==> config.mk <==
export PLATFORM = sky130hd
export DESIGN_NAME = pipe_ctrl_flat
export DESIGN_NICKNAME = d
export VERILOG_FILES = /design/src/rtl/pipe_ctrl_pkg.sv /design/src/rtl/pipe_ctrl_if.sv /design/src/rtl/pipe_ctrl_irq_pend.sv /design/src/rtl/pipe_ctrl.sv /design/src/flat_wrapper.sv
export SDC_FILE = /design/constraint.sdc
export NUM_CORES = 1
export LEC_CHECK = 0
export ABC_AREA = 0
export CAP_MARGIN = 25
export CORE_UTILIZATION = 46
export CTS_CLUSTER_DIAMETER = 120
export CTS_CLUSTER_SIZE = 8
export DETAILED_ROUTE_END_ITERATION = 8
export PLACE_DENSITY = 0.77
export SLEW_MARGIN = 20
export SYNTH_ARGS = -nofsm -noshare
export SYNTH_HDL_FRONTEND = slang
export SYNTH_SLANG_ARGS = --single-unit
==> constraint.sdc <==
create_clock -name clk -period 3.26 [get_ports clk]
set_clock_uncertainty 0.1 [all_clocks]
set_input_delay 0.652 -clock clk [delete_from_list [all_inputs] [get_ports clk]]
set_output_delay 0.652 -clock clk [all_outputs]
set_load 0.02 [all_outputs]
==> src/rtl/pipe_ctrl_pkg.sv <==
// Shared definitions for the pipeline sequencing controller.
// Latency: n/a (types, constants and a helper function only).
// Backpressure: n/a.
// Contents: FSM state encoding, default timing parameters, interrupt line
// count and the lowest-index priority encoder used for interrupt selection.
package pipe_ctrl_pkg;

   localparam int IRQ_LINES        = 5;
   localparam int IRQ_ID_W         = 3;
   localparam int DEF_DRAIN_CYC    = 2;
   localparam int DEF_ALU_TIMEOUT  = 64;

   typedef enum logic [1:0] {
      ST_RUN      = 2'd0,
      ST_ALU_WAIT = 2'd1,
      ST_DRAIN    = 2'd2,
      ST_ENTER    = 2'd3
   } state_t;

   // Index of the lowest set bit; 0 when nothing is set.
   function automatic logic [IRQ_ID_W-1:0] lowest_set(input logic [IRQ_LINES-1:0] v);
      lowest_set = '0;
      for (int i = IRQ_LINES-1; i >= 0; i--) begin
         if (v[i]) lowest_set = IRQ_ID_W'(i);
      end
   endfunction

endpackage

==> src/rtl/pipe_ctrl_if.sv <==
// Bundle of the pipeline-side signals seen by pipe_ctrl.
// Latency: n/a (wiring only).
// Backpressure: n/a; stall/flush strobes are the pipeline's backpressure.
// Ports: master = pipeline stages (drive hazard/irq info, receive strobes);
//        slave  = pipe_ctrl (receives info, drives stall/flush/irq outputs).
interface pipe_ctrl_if;
   import pipe_ctrl_pkg::*;

   logic [4:0]           id_rs;
   logic [4:0]           id_rt;
   logic                 id_use_rs;
   logic                 id_use_rt;
   logic                 id_branch;
   logic                 ex_memread;
   logic [4:0]           ex_rt_rd;
   logic                 ex_multi;
   logic                 alu_ready;
   logic                 dmem_wait;
   logic [IRQ_LINES-1:0] interrupts;
   logic [IRQ_LINES-1:0] irq_mask;
   logic                 irq_en;

   logic                 IF_stall;
   logic                 ID_stall;
   logic                 EX_stall;
   logic                 M_stall;
   logic                 WB_stall;
   logic                 IF_flush;
   logic                 ID_flush;
   logic                 EX_flush;
   logic                 M_flush;
   logic                 irq_take;
   logic [IRQ_ID_W-1:0]  irq_id;
   logic                 alu_timeout;

   modport master (
      output id_rs, id_rt, id_use_rs, id_use_rt, id_branch, ex_memread, ex_rt_rd,
             ex_multi, alu_ready, dmem_wait, interrupts, irq_mask, irq_en,
      input  IF_stall, ID_stall, EX_stall, M_stall, WB_stall,
             IF_flush, ID_flush, EX_flush, M_flush, irq_take, irq_id, alu_timeout
   );

   modport slave (
      input  id_rs, id_rt, id_use_rs, id_use_rt, id_branch, ex_memread, ex_rt_rd,
             ex_multi, alu_ready, dmem_wait, interrupts, irq_mask, irq_en,
      output IF_stall, ID_stall, EX_stall, M_stall, WB_stall,
             IF_flush, ID_flush, EX_flush, M_flush, irq_take, irq_id, alu_timeout
   );

endinterface

==> src/rtl/pipe_ctrl_irq_pend.sv <==
// Interrupt pending register with lowest-index priority selection.
// Latency: a line sampled at an edge is visible in any/id the next cycle.
// Backpressure: none; lines keep accumulating while the consumer is busy.
// Ports: clk, rst; interrupts/irq_mask in; clr_en/clr_id clear one bit;
//        any = some line pending, id = lowest pending index.
module pipe_ctrl_irq_pend
   import pipe_ctrl_pkg::*;
(
   input  logic                 clk,
   input  logic                 rst,
   input  logic [IRQ_LINES-1:0] interrupts,
   input  logic [IRQ_LINES-1:0] irq_mask,
   input  logic                 clr_en,
   input  logic [IRQ_ID_W-1:0]  clr_id,
   output logic                 any,
   output logic [IRQ_ID_W-1:0]  id
);

   logic [IRQ_LINES-1:0] pending;
   logic [IRQ_LINES-1:0] clr;

   assign clr = clr_en ? (IRQ_LINES'(1) << clr_id) : '0;

   // Set is OR-ed in after the clear so a line still asserted re-arms at once.
   always_ff @(posedge clk) begin
      if (rst) pending <= '0;
      else     pending <= (pending & ~clr) | (interrupts & irq_mask);
   end

   assign any = |pending;
   assign id  = lowest_set(pending);

endmodule

==> src/rtl/pipe_ctrl.sv <==
// Per-stage stall/flush sequencing: load-use, multi-cycle ALU hold, irq entry.
// Latency: stall/flush are combinational; irq_take follows DRAIN_CYC drain cycles.
// Backpressure: dmem_wait freezes the whole pipe and this FSM; pending still fills.
// Ports: clk, rst (sync, active-high); pc = slave side of pipe_ctrl_if.
module pipe_ctrl
   import pipe_ctrl_pkg::*;
#(
   parameter int ALU_TIMEOUT = DEF_ALU_TIMEOUT,
   parameter int DRAIN_CYC   = DEF_DRAIN_CYC
)(
   input  logic        clk,
   input  logic        rst,
   pipe_ctrl_if.slave  pc
);

   localparam int CNT_MAX = (ALU_TIMEOUT > DRAIN_CYC) ? ALU_TIMEOUT : DRAIN_CYC;
   localparam int CW      = $clog2(CNT_MAX) + 1;
   localparam logic [CW-1:0] ALU_LAST   = CW'(ALU_TIMEOUT - 1);
   localparam logic [CW-1:0] DRAIN_LOAD = CW'(DRAIN_CYC - 1);

   state_t              state;
   logic [CW-1:0]       cnt;
   logic                take_q;
   logic [IRQ_ID_W-1:0] id_q;
   logic                tout_q;

   logic                pend_any;
   logic [IRQ_ID_W-1:0] pend_id;
   logic                hazard;
   logic                alu_start;
   logic                alu_hold;
   logic                irq_start;
   logic                take;

   assign hazard = pc.ex_memread && (pc.ex_rt_rd != 5'd0) &&
                   ((pc.id_use_rs && (pc.id_rs == pc.ex_rt_rd)) ||
                    (pc.id_use_rt && (pc.id_rt == pc.ex_rt_rd)));

   // The detecting RUN cycle already holds the pipe so the multi-cycle op
   // cannot slip out of EX before its result exists.
   assign alu_start = pc.ex_multi && !pc.alu_ready;
   assign alu_hold  = ((state == ST_RUN) && alu_start) ||
                      ((state == ST_ALU_WAIT) && !pc.alu_ready);
   // Never start while ID holds a branch: its delay slot must not be split.
   assign irq_start = pc.irq_en && pend_any && !pc.id_branch && !hazard;
   assign take      = take_q && !pc.dmem_wait;

   pipe_ctrl_irq_pend u_irq_pend (
      .clk        (clk),
      .rst        (rst),
      .interrupts (pc.interrupts),
      .irq_mask   (pc.irq_mask),
      .clr_en     (take),
      .clr_id     (id_q),
      .any        (pend_any),
      .id         (pend_id)
   );

   always_ff @(posedge clk) begin
      if (rst) begin
         state  <= ST_RUN;
         cnt    <= '0;
         take_q <= 1'b0;
         id_q   <= '0;
         tout_q <= 1'b0;
      end else if (!pc.dmem_wait) begin
         case (state)
            ST_RUN: begin
               if (alu_start) begin
                  state <= ST_ALU_WAIT;
                  cnt   <= '0;
               end else if (irq_start) begin
                  state <= ST_DRAIN;
                  cnt   <= DRAIN_LOAD;
               end
            end
            ST_ALU_WAIT: begin
               if (pc.alu_ready) begin
                  state <= ST_RUN;
               end else if (cnt == ALU_LAST) begin
                  tout_q <= 1'b1;
                  state  <= ST_RUN;
               end else begin
                  cnt <= cnt + CW'(1);
               end
            end
            ST_DRAIN: begin
               if (cnt == '0) begin
                  state  <= ST_ENTER;
                  take_q <= 1'b1;
                  id_q   <= pend_id;
               end else begin
                  cnt <= cnt - CW'(1);
               end
            end
            ST_ENTER: begin
               state  <= ST_RUN;
               take_q <= 1'b0;
               id_q   <= '0;
            end
            default: state <= ST_RUN;
         endcase
      end
   end

   // Strobes in priority order: dmem_wait, ALU hold, drain/enter, load-use.
   always_comb begin
      pc.IF_stall = 1'b0;
      pc.ID_stall = 1'b0;
      pc.EX_stall = 1'b0;
      pc.M_stall  = 1'b0;
      pc.IF_flush = 1'b0;
      pc.ID_flush = 1'b0;
      pc.EX_flush = 1'b0;
      if (pc.dmem_wait) begin
         pc.IF_stall = 1'b1;
         pc.ID_stall = 1'b1;
         pc.EX_stall = 1'b1;
         pc.M_stall  = 1'b1;
      end else if (alu_hold) begin
         pc.IF_stall = 1'b1;
         pc.ID_stall = 1'b1;
         pc.EX_flush = 1'b1;
      end else if (state == ST_DRAIN) begin
         pc.IF_stall = 1'b1;
         pc.ID_flush = 1'b1;
      end else if (state == ST_ENTER) begin
         pc.IF_flush = 1'b1;
         pc.ID_flush = 1'b1;
      end else if (hazard) begin
         pc.IF_stall = 1'b1;
         pc.ID_stall = 1'b1;
         pc.ID_flush = 1'b1;
      end
   end

   assign pc.WB_stall    = 1'b0;
   assign pc.M_flush     = 1'b0;
   assign pc.irq_take    = take;
   assign pc.irq_id      = id_q;
   assign pc.alu_timeout = tout_q;

endmodule

==> src/flat_wrapper.sv <==
// flat-port wrapper written by rule: the top's interface ports become plain ports
module pipe_ctrl_flat import pipe_ctrl_pkg::*;
#(
   parameter int ALU_TIMEOUT = DEF_ALU_TIMEOUT,
   parameter int DRAIN_CYC   = DEF_DRAIN_CYC
)
  (clk, rst, pc_id_rs, pc_id_rt, pc_id_use_rs, pc_id_use_rt, pc_id_branch, pc_ex_memread, pc_ex_rt_rd, pc_ex_multi, pc_alu_ready, pc_dmem_wait, pc_interrupts, pc_irq_mask, pc_irq_en, pc_IF_stall, pc_ID_stall, pc_EX_stall, pc_M_stall, pc_WB_stall, pc_IF_flush, pc_ID_flush, pc_EX_flush, pc_M_flush, pc_irq_take, pc_irq_id, pc_alu_timeout);
  pipe_ctrl_if pc_i ();
  input  logic clk;
  input  logic rst;
  input wire logic [$bits(pc_i.id_rs)-1:0] pc_id_rs;
  input wire logic [$bits(pc_i.id_rt)-1:0] pc_id_rt;
  input wire logic [$bits(pc_i.id_use_rs)-1:0] pc_id_use_rs;
  input wire logic [$bits(pc_i.id_use_rt)-1:0] pc_id_use_rt;
  input wire logic [$bits(pc_i.id_branch)-1:0] pc_id_branch;
  input wire logic [$bits(pc_i.ex_memread)-1:0] pc_ex_memread;
  input wire logic [$bits(pc_i.ex_rt_rd)-1:0] pc_ex_rt_rd;
  input wire logic [$bits(pc_i.ex_multi)-1:0] pc_ex_multi;
  input wire logic [$bits(pc_i.alu_ready)-1:0] pc_alu_ready;
  input wire logic [$bits(pc_i.dmem_wait)-1:0] pc_dmem_wait;
  input wire logic [$bits(pc_i.interrupts)-1:0] pc_interrupts;
  input wire logic [$bits(pc_i.irq_mask)-1:0] pc_irq_mask;
  input wire logic [$bits(pc_i.irq_en)-1:0] pc_irq_en;
  output wire logic [$bits(pc_i.IF_stall)-1:0] pc_IF_stall;
  output wire logic [$bits(pc_i.ID_stall)-1:0] pc_ID_stall;
  output wire logic [$bits(pc_i.EX_stall)-1:0] pc_EX_stall;
  output wire logic [$bits(pc_i.M_stall)-1:0] pc_M_stall;
  output wire logic [$bits(pc_i.WB_stall)-1:0] pc_WB_stall;
  output wire logic [$bits(pc_i.IF_flush)-1:0] pc_IF_flush;
  output wire logic [$bits(pc_i.ID_flush)-1:0] pc_ID_flush;
  output wire logic [$bits(pc_i.EX_flush)-1:0] pc_EX_flush;
  output wire logic [$bits(pc_i.M_flush)-1:0] pc_M_flush;
  output wire logic [$bits(pc_i.irq_take)-1:0] pc_irq_take;
  output wire logic [$bits(pc_i.irq_id)-1:0] pc_irq_id;
  output wire logic [$bits(pc_i.alu_timeout)-1:0] pc_alu_timeout;
  assign pc_i.id_rs = pc_id_rs;
  assign pc_i.id_rt = pc_id_rt;
  assign pc_i.id_use_rs = pc_id_use_rs;
  assign pc_i.id_use_rt = pc_id_use_rt;
  assign pc_i.id_branch = pc_id_branch;
  assign pc_i.ex_memread = pc_ex_memread;
  assign pc_i.ex_rt_rd = pc_ex_rt_rd;
  assign pc_i.ex_multi = pc_ex_multi;
  assign pc_i.alu_ready = pc_alu_ready;
  assign pc_i.dmem_wait = pc_dmem_wait;
  assign pc_i.interrupts = pc_interrupts;
  assign pc_i.irq_mask = pc_irq_mask;
  assign pc_i.irq_en = pc_irq_en;
  assign pc_IF_stall = pc_i.IF_stall;
  assign pc_ID_stall = pc_i.ID_stall;
  assign pc_EX_stall = pc_i.EX_stall;
  assign pc_M_stall = pc_i.M_stall;
  assign pc_WB_stall = pc_i.WB_stall;
  assign pc_IF_flush = pc_i.IF_flush;
  assign pc_ID_flush = pc_i.ID_flush;
  assign pc_EX_flush = pc_i.EX_flush;
  assign pc_M_flush = pc_i.M_flush;
  assign pc_irq_take = pc_i.irq_take;
  assign pc_irq_id = pc_i.irq_id;
  assign pc_alu_timeout = pc_i.alu_timeout;
  pipe_ctrl #(.ALU_TIMEOUT(ALU_TIMEOUT), .DRAIN_CYC(DRAIN_CYC)) u_core (.clk(clk), .rst(rst), .pc(pc_i));
endmodule
==> results of run 1 <==
-- synth_stat cells, types with 3 or more instances --
| cell type | number | area [um^2] |
|---|---|---|
| sky130_fd_sc_hd__nor2_1 | 17 | 63.8 |
| sky130_fd_sc_hd__ha_1 | 11 | 138 |
| sky130_fd_sc_hd__a211oi_1 | 4 | 30.0 |
| sky130_fd_sc_hd__o21ai_0 | 8 | 40.0 |
| sky130_fd_sc_hd__nand3_1 | 3 | 15.0 |
| sky130_fd_sc_hd__xnor2_1 | 13 | 114 |
| sky130_fd_sc_hd__nand2_1 | 12 | 45.0 |
| sky130_fd_sc_hd__clkbuf_1 | 7 | 26.3 |
| sky130_fd_sc_hd__a22oi_1 | 3 | 22.5 |
| sky130_fd_sc_hd__inv_1 | 7 | 26.3 |
| sky130_fd_sc_hd__nor4_1 | 3 | 18.8 |
| sky130_fd_sc_hd__mux2i_1 | 4 | 40.0 |
| sky130_fd_sc_hd__a21oi_1 | 18 | 90.1 |
| sky130_fd_sc_hd__dfxtp_1 | 19 | 380 |
| sky130_fd_sc_hd__nand2b_1 | 5 | 31.3 |
| sky130_fd_sc_hd__o31ai_1 | 3 | 22.5 |
| sky130_fd_sc_hd__or4_1 | 3 | 22.5 |
| sky130_fd_sc_hd__nor2b_1 | 3 | 18.8 |
| sky130_fd_sc_hd__nand4_1 | 6 | 37.5 |
| sky130_fd_sc_hd__a21o_1 | 3 | 22.5 |
| sky130_fd_sc_hd__nor3_1 | 4 | 20.0 |
| sky130_fd_sc_hd__buf_4 | 4 | 30.0 |
-- worst register-to-register path, delay by kind of cell, from the launching register on --
kind,cells,cell delay (ns)
fa+ha+maj,2,0.80
compound gates,4,0.67
simple gates,1,0.62
flops,1,0.42
xor+xnor,1,0.12
buf+inv,1,0.11
-- power groups by stage --
stage	combinational (uW)	sequential, uW	clock, uW
floorplan	178	266	0
global placement	276	268	0
detailed placement	286	269	0
CTS	285	264	124
global route	314	266	136
finish	284	264	121
-- routing by layer --
layer | vias to the layer above | part of all wire (%)
met2 | 46 | 53
met1 | 720 | 42
met5 | - | 0
met3 | 6 | 3.9
met4 | 0 | 1.1
li1 | 766 | -
-- through the flow --
stage          utilization (%)  TNS [ns]  cell area [um^2]
3_3_place_gp              65.8    -0.244              2010
6_report                  66.5         0              2030
4_1_cts                   66.6         0              2030
3_5_place_dp              65.8    -0.371              2010
2_1_floorplan                -         0              1490
5_1_grt                   66.5         0              2030
-- state kept, by name, indices dropped and copies added, names as in the netlist --
name	cells
u_core.u_irq_pend.pending	5
u_core.take_q	1
u_core.cnt	7
u_core.state	2
u_core.pc.alu_timeout	1
u_core.pc.irq_id	3
-- logic make-up (layout without fill, tap and decap cells) --
group	count (synthesis)	count (layout)	share of synthesized area (%)
other	1	2	0.253
xor gates and xnor gates	15	15	8.85
muxes	4	4	2.70
DFF	19	19	25.6
buffers and inverters	19	66	5.90
and+or+nand+nor	67	67	24.9
AOI/OAI and AO/OA	50	50	21.2
adders and majority gates	12	12	10.6
-- worst max-delay path by stage --
stage / startpoint / endpoint / slack (ns)
floorplan: u_core.state[0] / u_core.cnt[6] / 0.58
global placement: pc_ex_rt_rd[0] / pc_IF_stall / -0.09
detailed placement: pc_ex_rt_rd[3] / pc_IF_stall / -0.13
CTS: pc_ex_rt_rd[3] / pc_IF_stall / 0.08
global route: pc_ex_rt_rd[0] / pc_ID_flush / 0.0004
finish: pc_ex_rt_rd[3] / pc_ID_flush / 0.10
-- final cells by class --
| class | instances | area, um^2 | share of cell area [%] |
|---|---|---|---|
| Clock buffer | 3 | 22.5 | 1.11 |
| Timing Repair Buffer | 55 | 522 | 25.7 |
| Multi-Input combinational cell | 150 | 1020 | 50.2 |
| Sequential cell | 19 | 380 | 18.7 |
| Inverter | 7 | 26.3 | 1.29 |
| Clock inverter | 1 | 5.00 | 0.246 |
| Tap cell | 44 | 55.1 | 2.71 |
==> key figures, run 1 <==
Power
  – Cell leakage power: 0.000821 uW
  – Psw: 239 uW
  – Clock network power share: 18.1%
  – Total power divided by cell area: 330 nW/um^2
  – Combinational power share: 42.4%
  – Cell Int Power: 430 uW
  – Worst-case vdd ir drop: 0.163 mV
  – Switching share of power: 35.8%
  – PnR Total Power: 669 uW
  – Share of power burned in registers: 39.5%

Worst setup path
  – Required time at the worst-slack endpoint: 2.51 ns
  – Worst R2R Start: u_core.state[0]
  – Largest stage delay, worst path: 0.54 ns
  – Capture point of the worst reg-to-reg path: u_core.cnt[6]
  – Type of the worst setup path: in -> out
  – Crit start category: input port
  – Critical Path, Cell by Cell: clkdlybuf4s50_1 > or4_1 > o21ai_1 > nand2b_1 > a21oi_1 > dlygate4sd2_1
  – Peak fanout along the critical path: 3
  – Internal reg-to-reg setup slack: 0.34 ns
  – Kind of cell adding the most delay to the critical path: buffers and inverters
  – Element type at the critical path end: output pin
  – Total stage count of the critical path: 6
  – CP max stage cell: sky130_fd_sc_hd__or4_1
  – Buffers plus inverters on the worst setup path: 2
  – Register-to-Register Path Depth: 9
  – Data arrival time of the critical path: 2.41 ns

Route
  – Via count: 1538
  – Wire length per cell: 13.5 um
  – Avg Vias per Cell: 5.51
  – Post-Route WL: 3770 um
  – DRC viols: 0
  – Iter 0 DRT Violations: 49
  – Remaining antenna violation count after routing: 0
  – Number of search-and-repair iterations in the first detailed-routing pass: 4

Logic synthesis
  – Number of distinct library cell variants in the gate-level netlist after synthesis: 45
  – Number of enable-type register cells in the synthesized netlist: 0
  – Fraction of the yosys area taken by sequential cells: 25.6%
  – Total standard cell area after synthesis: 1480 um^2
  – Number of instances in the synthesized netlist: 187
  – Primary FF master, synth: sky130_fd_sc_hd__dfxtp_1
  – Syn. warnings: 0
  – Synthesized area per cell: 7.94 um^2
  – Number of storage elements in the synthesis netlist: 19
  – Share of flip-flops with an asynchronous set or reset: 0%

STA
  – Post-layout min period: 3.16 ns
  – Worst hold margin: 0.422 ns
  – Worst-case headroom to the max-slew limit: 66.1%
  – Number of slew-limit violations in the final report: 0
  – F_max: 0.317 GHz
  – Setup slack of the critical path after layout: 0.102 ns
  – Worst slew pin tran: 0.509 ns
  – Count of final setup violators: 0
  – RSZ-0062 raised after global routing: false
  – Period utilisation layout: 96.9%
  – Final-report hold violation count: 0

Clock network
  – Number of H-tree levels: 1
  – Total of cells resized after clock tree synthesis: 3
  – TritonCTS clock tree: done
  – Clock sink total: 19
  – Cell at the root of the clock tree: sky130_fd_sc_hd__clkbuf_4
  – CTS Buf Count: 3
  – Number of hold buffers added after cts: 0
  – Post-CTS Setup Inserts: 0
  – Clock latency reported for the late side of the worst-skew pair: 0.29 ns
  – Clk pin slew, worst setup/hold paths: 0.11 ns
  – Maximum number of buffers from clock root to sink: 2

Outcome
  – Run status: complete, no violations

Floorplanning
  – Die area: 3460 um^2
  – Row cnt: 20
  – Std-Cell Core Area: 3050 um^2
  – DIE WIDTH: 58.8 um
  – Effective utilization at floorplan: 48.6%
  – Die H: 58.8 um
  – I/O pin total: 49

Flow run
  – Number of max-cap violations: 0

Placement
  – Dpl ws: -0.133 ns
  – Post-DP HPWL: 3040 um
  – Weighted congestion at the end of routability-driven global placement: 0.838
  – Input/output buffers: 46
  – Number of placed instances with taps included: 275

GRT
  – Met1 usage: 25.9%
  – Overflow left after global routing: 0
  – Total global-route track usage: 23.3%
  – Most heavily used metal layer in global routing: met2
  – Met3 Resource Use GR: 2.86%
  – Maximum number of pins on one net before global-route repair: 23
  – Met2 Resource Use GR: 45.0%
  – Antenna violations before repair: 0
  – Wire length of the first global-routing pass: 6310 um
  – Via count of the first global-routing pass: 1523

Min path
  – End of the worst hold path: u_core.take_q
  – Startpoint of the most critical hold path: u_core.take_q
  – Type of the most critical hold path: reg -> reg
  – Worst Hold Depth: 2

Finish
  – Most common cell after layout, fill and taps aside: sky130_fd_sc_hd__clkdlybuf4s50_1
  – Fin cells: 279
  – Commonest cells after routing, fill and taps aside: sky130_fd_sc_hd__clkdlybuf4s50_1 (43), sky130_fd_sc_hd__dfxtp_1 (19), sky130_fd_sc_hd__a21oi_1 (18)
  – Final nets: 283
  – Antenna diode count: 0
  – Share of final-layout standard cells stronger than drive strength 1: 7.66%
  – Area Growth Syn to Fin: 36.8%
  – Number of fill cells: 274
Note: power is estimated with default switching activity, not from simulation.
==> run 2, diff against run 1 <==
CAP_MARGIN = unset   (was 25)
CORE_MARGIN = 1   (was unset)
CTS_CLUSTER_SIZE = 25   (was 8)
==> results of run 2 <==
Final layout, timing and power as in run 1 (identical DEF).
==> run 3, diff against run 2 <==
GPL_TIMING_DRIVEN = 1   (was unset)
PLACE_DENSITY = 0.78   (was 0.77)
SYNTH_HIERARCHICAL = 1   (was unset)
==> run 3 against run 2 <==
  * Sequential power hardly changed
  * Utilization is 0.32 points lower
  * Register-to-register slack better by 0.13 ns
  * Largest cell class unchanged
  * Area after synthesis down 1.4%
  * Die area decreased by 1.4%
  * Worst setup slack worse by 0.024 ns
  * The flow now finishes with violations (design-rule violations)
==> key figures, run 3 <==
Worst setup path
  – Start point of the critical path: pc_ex_rt_rd[1]
  – Peak fanout along the critical path: 3
  – Largest stage delay, worst path: 0.57 ns
  – Required time at the worst-slack endpoint: 2.51 ns
  – Crit start category: input port
  – Kind of cell adding the most delay to the critical path: buffers and inverters
  – Critical Path, Cell by Cell: clkdlybuf4s50_1 > or4_4 > o21ai_2 > nand2b_4 > a21oi_1 > dlygate4sd2_1
  – Type of the worst setup path: in -> out
  – Worst R2R Start: u_core/state[0]
  – Data arrival time of the critical path: 2.43 ns
  – CP max stage cell: sky130_fd_sc_hd__or4_4
  – Element type at the critical path end: output pin
  – Buffers plus inverters on the worst setup path: 2

Power
  – PnR Total Power: 646 uW
  – Cell leakage power: 0.000769 uW
  – Worst-case vdd ir drop: 0.284 mV
  – Total power divided by cell area: 322 nW/um^2

Finish
  – Final non-filler cell area: 2000 um^2
  – Commonest cells after routing, fill and taps aside: sky130_fd_sc_hd__clkdlybuf4s50_1 (43), sky130_fd_sc_hd__a21oi_1 (20), sky130_fd_sc_hd__dfxtp_1 (19)
  – Number of fill cells: 253
  – Share of final-layout standard cells stronger than drive strength 1: 9.01%
  – Final Util: 66.2%
  – Register name with the most flops: u_core/cnt
  – Final nets: 269
  – Most common cell after layout, fill and taps aside: sky130_fd_sc_hd__clkdlybuf4s50_1
  – Area Growth Syn to Fin: 37.0%
  – Antenna diode count: 0
  – Max reg flops: 7

Route
  – Iter 0 DRT Violations: 43
  – Number of search-and-repair iterations in the first detailed-routing pass: 6
  – DRC viols: 2
  – Avg Vias per Cell: 5.45
  – Via count: 1451
  – Wire length per cell: 14.4 um
  – Post-Route WL: 3820 um
  – Remaining antenna violation count after routing: 0

Flow run
  – Number of max-cap violations: 0

Logic synthesis
  – Total standard cell area after synthesis: 1460 um^2
  – Primary FF master, synth: sky130_fd_sc_hd__dfxtp_1
  – Top-area cell type share of the netlist area: 26.0%
  – Largest cells by area after synthesis: sky130_fd_sc_hd__dfxtp_1 (26%), sky130_fd_sc_hd__ha_1 (8.6%), sky130_fd_sc_hd__xnor2_1 (8.4%)
  – Synth cell count leaders: sky130_fd_sc_hd__a21oi_1 (20), sky130_fd_sc_hd__dfxtp_1 (19), sky130_fd_sc_hd__xnor2_1 (14)
  – Library cell with the largest summed area after synthesis: sky130_fd_sc_hd__dfxtp_1
  – Number of distinct library cell variants in the gate-level netlist after synthesis: 50
  – Syn. warnings: 6
  – Share of flip-flops with an asynchronous set or reset: 0%
  – Fraction of the yosys area taken by sequential cells: 26.0%
  – Synthesized area per cell: 8.36 um^2
  – Number of storage elements in the synthesis netlist: 19
  – Most frequent cell after synthesis: sky130_fd_sc_hd__a21oi_1
  – Number of instances in the synthesized netlist: 175
  – Number of enable-type register cells in the synthesized netlist: 0

GRT
  – Antenna violations before repair: 0
  – Via count of the first global-routing pass: 1324
  – Maximum number of pins on one net before global-route repair: 16
  – Wire length of the first global-routing pass: 5840 um
  – Overflow left after global routing: 0
  – Total global-route track usage: 22.4%

Floorplanning
  – Std-Cell Core Area: 3030 um^2
  – Die area: 3410 um^2
  – I/O pin total: 49
  – Row cnt: 20
  – DIE WIDTH: 58.4 um
  – Die H: 58.4 um
  – Effective utilization at floorplan: 48.3%

Min path
  – Startpoint of the most critical hold path: u_core/take_q
  – Type of the most critical hold path: reg -> reg

STA
  – Worst slew pin tran: 0.701 ns
  – Number of slew-limit violations in the final report: 0
  – Period utilisation layout: 97.6%
  – Worst-case headroom to the max-slew limit: 52.6%
  – Count of final setup violators: 0
  – Setup slack of the critical path after layout: 0.0786 ns
  – F_max: 0.314 GHz
  – Final-report hold violation count: 0
  – Worst hold margin: 0.393 ns
  – Post-layout min period: 3.18 ns

Outcome
  – Run status: complete, but fails checks
  – Violated checks: design-rule violations

Placement
  – Dpl ws: -0.213 ns
  – Post-DP HPWL: 3020 um
  – Placed Area: 1960 um^2
  – Input/output buffers: 46
  – Weighted congestion at the end of routability-driven global placement: 0.896

Clock network
  – Clk pin slew, worst setup/hold paths: 0.10 ns
  – Number of hold buffers added after cts: 0
  – Cell at the root of the clock tree: sky130_fd_sc_hd__clkbuf_4
  – Number of H-tree levels: 1
  – Clock sink total: 19
  – TritonCTS clock tree: done
  – Maximum number of buffers from clock root to sink: 2
  – Clock latency reported for the late side of the worst-skew pair: 0.30 ns
  – CTS Buf Count: 3
==> run 3: cells by family after synthesis <==
group                      count (synthesis)  synth area share, %
AOI/OAI and AO/OA                         51                 24.9
xor gates and xnor gates                  15                 8.98
adders and majority gates                 11                 9.92
and+or+nand+nor                           61                 24.0
other                                      1                0.256
DFF                                       19                 26.0
buffers and inverters                     17                 5.90
==> run 3: final timing paths <==
check	slack [ns]	cells after the start	end
worst max-delay path	0.08	6	pc_ID_flush
worst min-delay path	0.39	2	u_core/take_q
worst max register to register	0.47	9	u_core/cnt[6]
worst min register to register	0.39	2	u_core/take_q
==> run 3: layout make-up <==
cell class	instances	area [um^2]	share of cell area (%)
well taps	44	55.1	2.75
clock buffers	4	26.3	1.31
flip-flops and latches	19	380	19.0
multi-input cells	140	1020	50.7
inverters	8	30.0	1.50
repair buffers	51	495	24.7
==> run 3: metrics by stage <==
stage          TNS [ns]  instances
2_1_floorplan         0        176
3_3_place_gp     -0.458        261
3_5_place_dp     -0.621        261
4_1_cts               0        265
5_1_grt        -0.00890        266
6_report              0        266
==> run 3: worst register-to-register path, stage by stage, from the launching register on <==
cell                       delay (ns)
sky130_fd_sc_hd__dfxtp_1         0.43
sky130_fd_sc_hd__inv_1           0.09
sky130_fd_sc_hd__ha_1            0.42
sky130_fd_sc_hd__fa_1            0.49
sky130_fd_sc_hd__a21o_1          0.19
sky130_fd_sc_hd__a311o_1         0.35
sky130_fd_sc_hd__a21oi_1         0.19
sky130_fd_sc_hd__xnor2_1         0.10
sky130_fd_sc_hd__nand3b_1        0.18
sky130_fd_sc_hd__a31oi_1         0.17
==> run 3: power by group <==
| group | switching, uW | internal [uW] |
|---|---|---|
| Sequential | 18.7 | 246 |
| Clock | 69.5 | 47.6 |
| Combinational | 135 | 129 |
==> run 3: per-layer routing <==
| metal | global-route usage [%] | part of all wire [%] |
|---|---|---|
| met5 | 0 | 0 |
| met4 | 3.40 | 0.34 |
| met3 | 5.93 | 6.1 |
| met2 | 37.8 | 48 |
| met1 | 29.5 | 46 |
==> run 3: what timing repair did <==
| item | 4_1_cts | 5_1_grt |
|---|---|---|
| setup buffers | 0 | 1 |
| pin swaps | 0 | 1 |
| setup endpoints to repair | 3 | 2 |
| resized for setup | 4 | 3 |
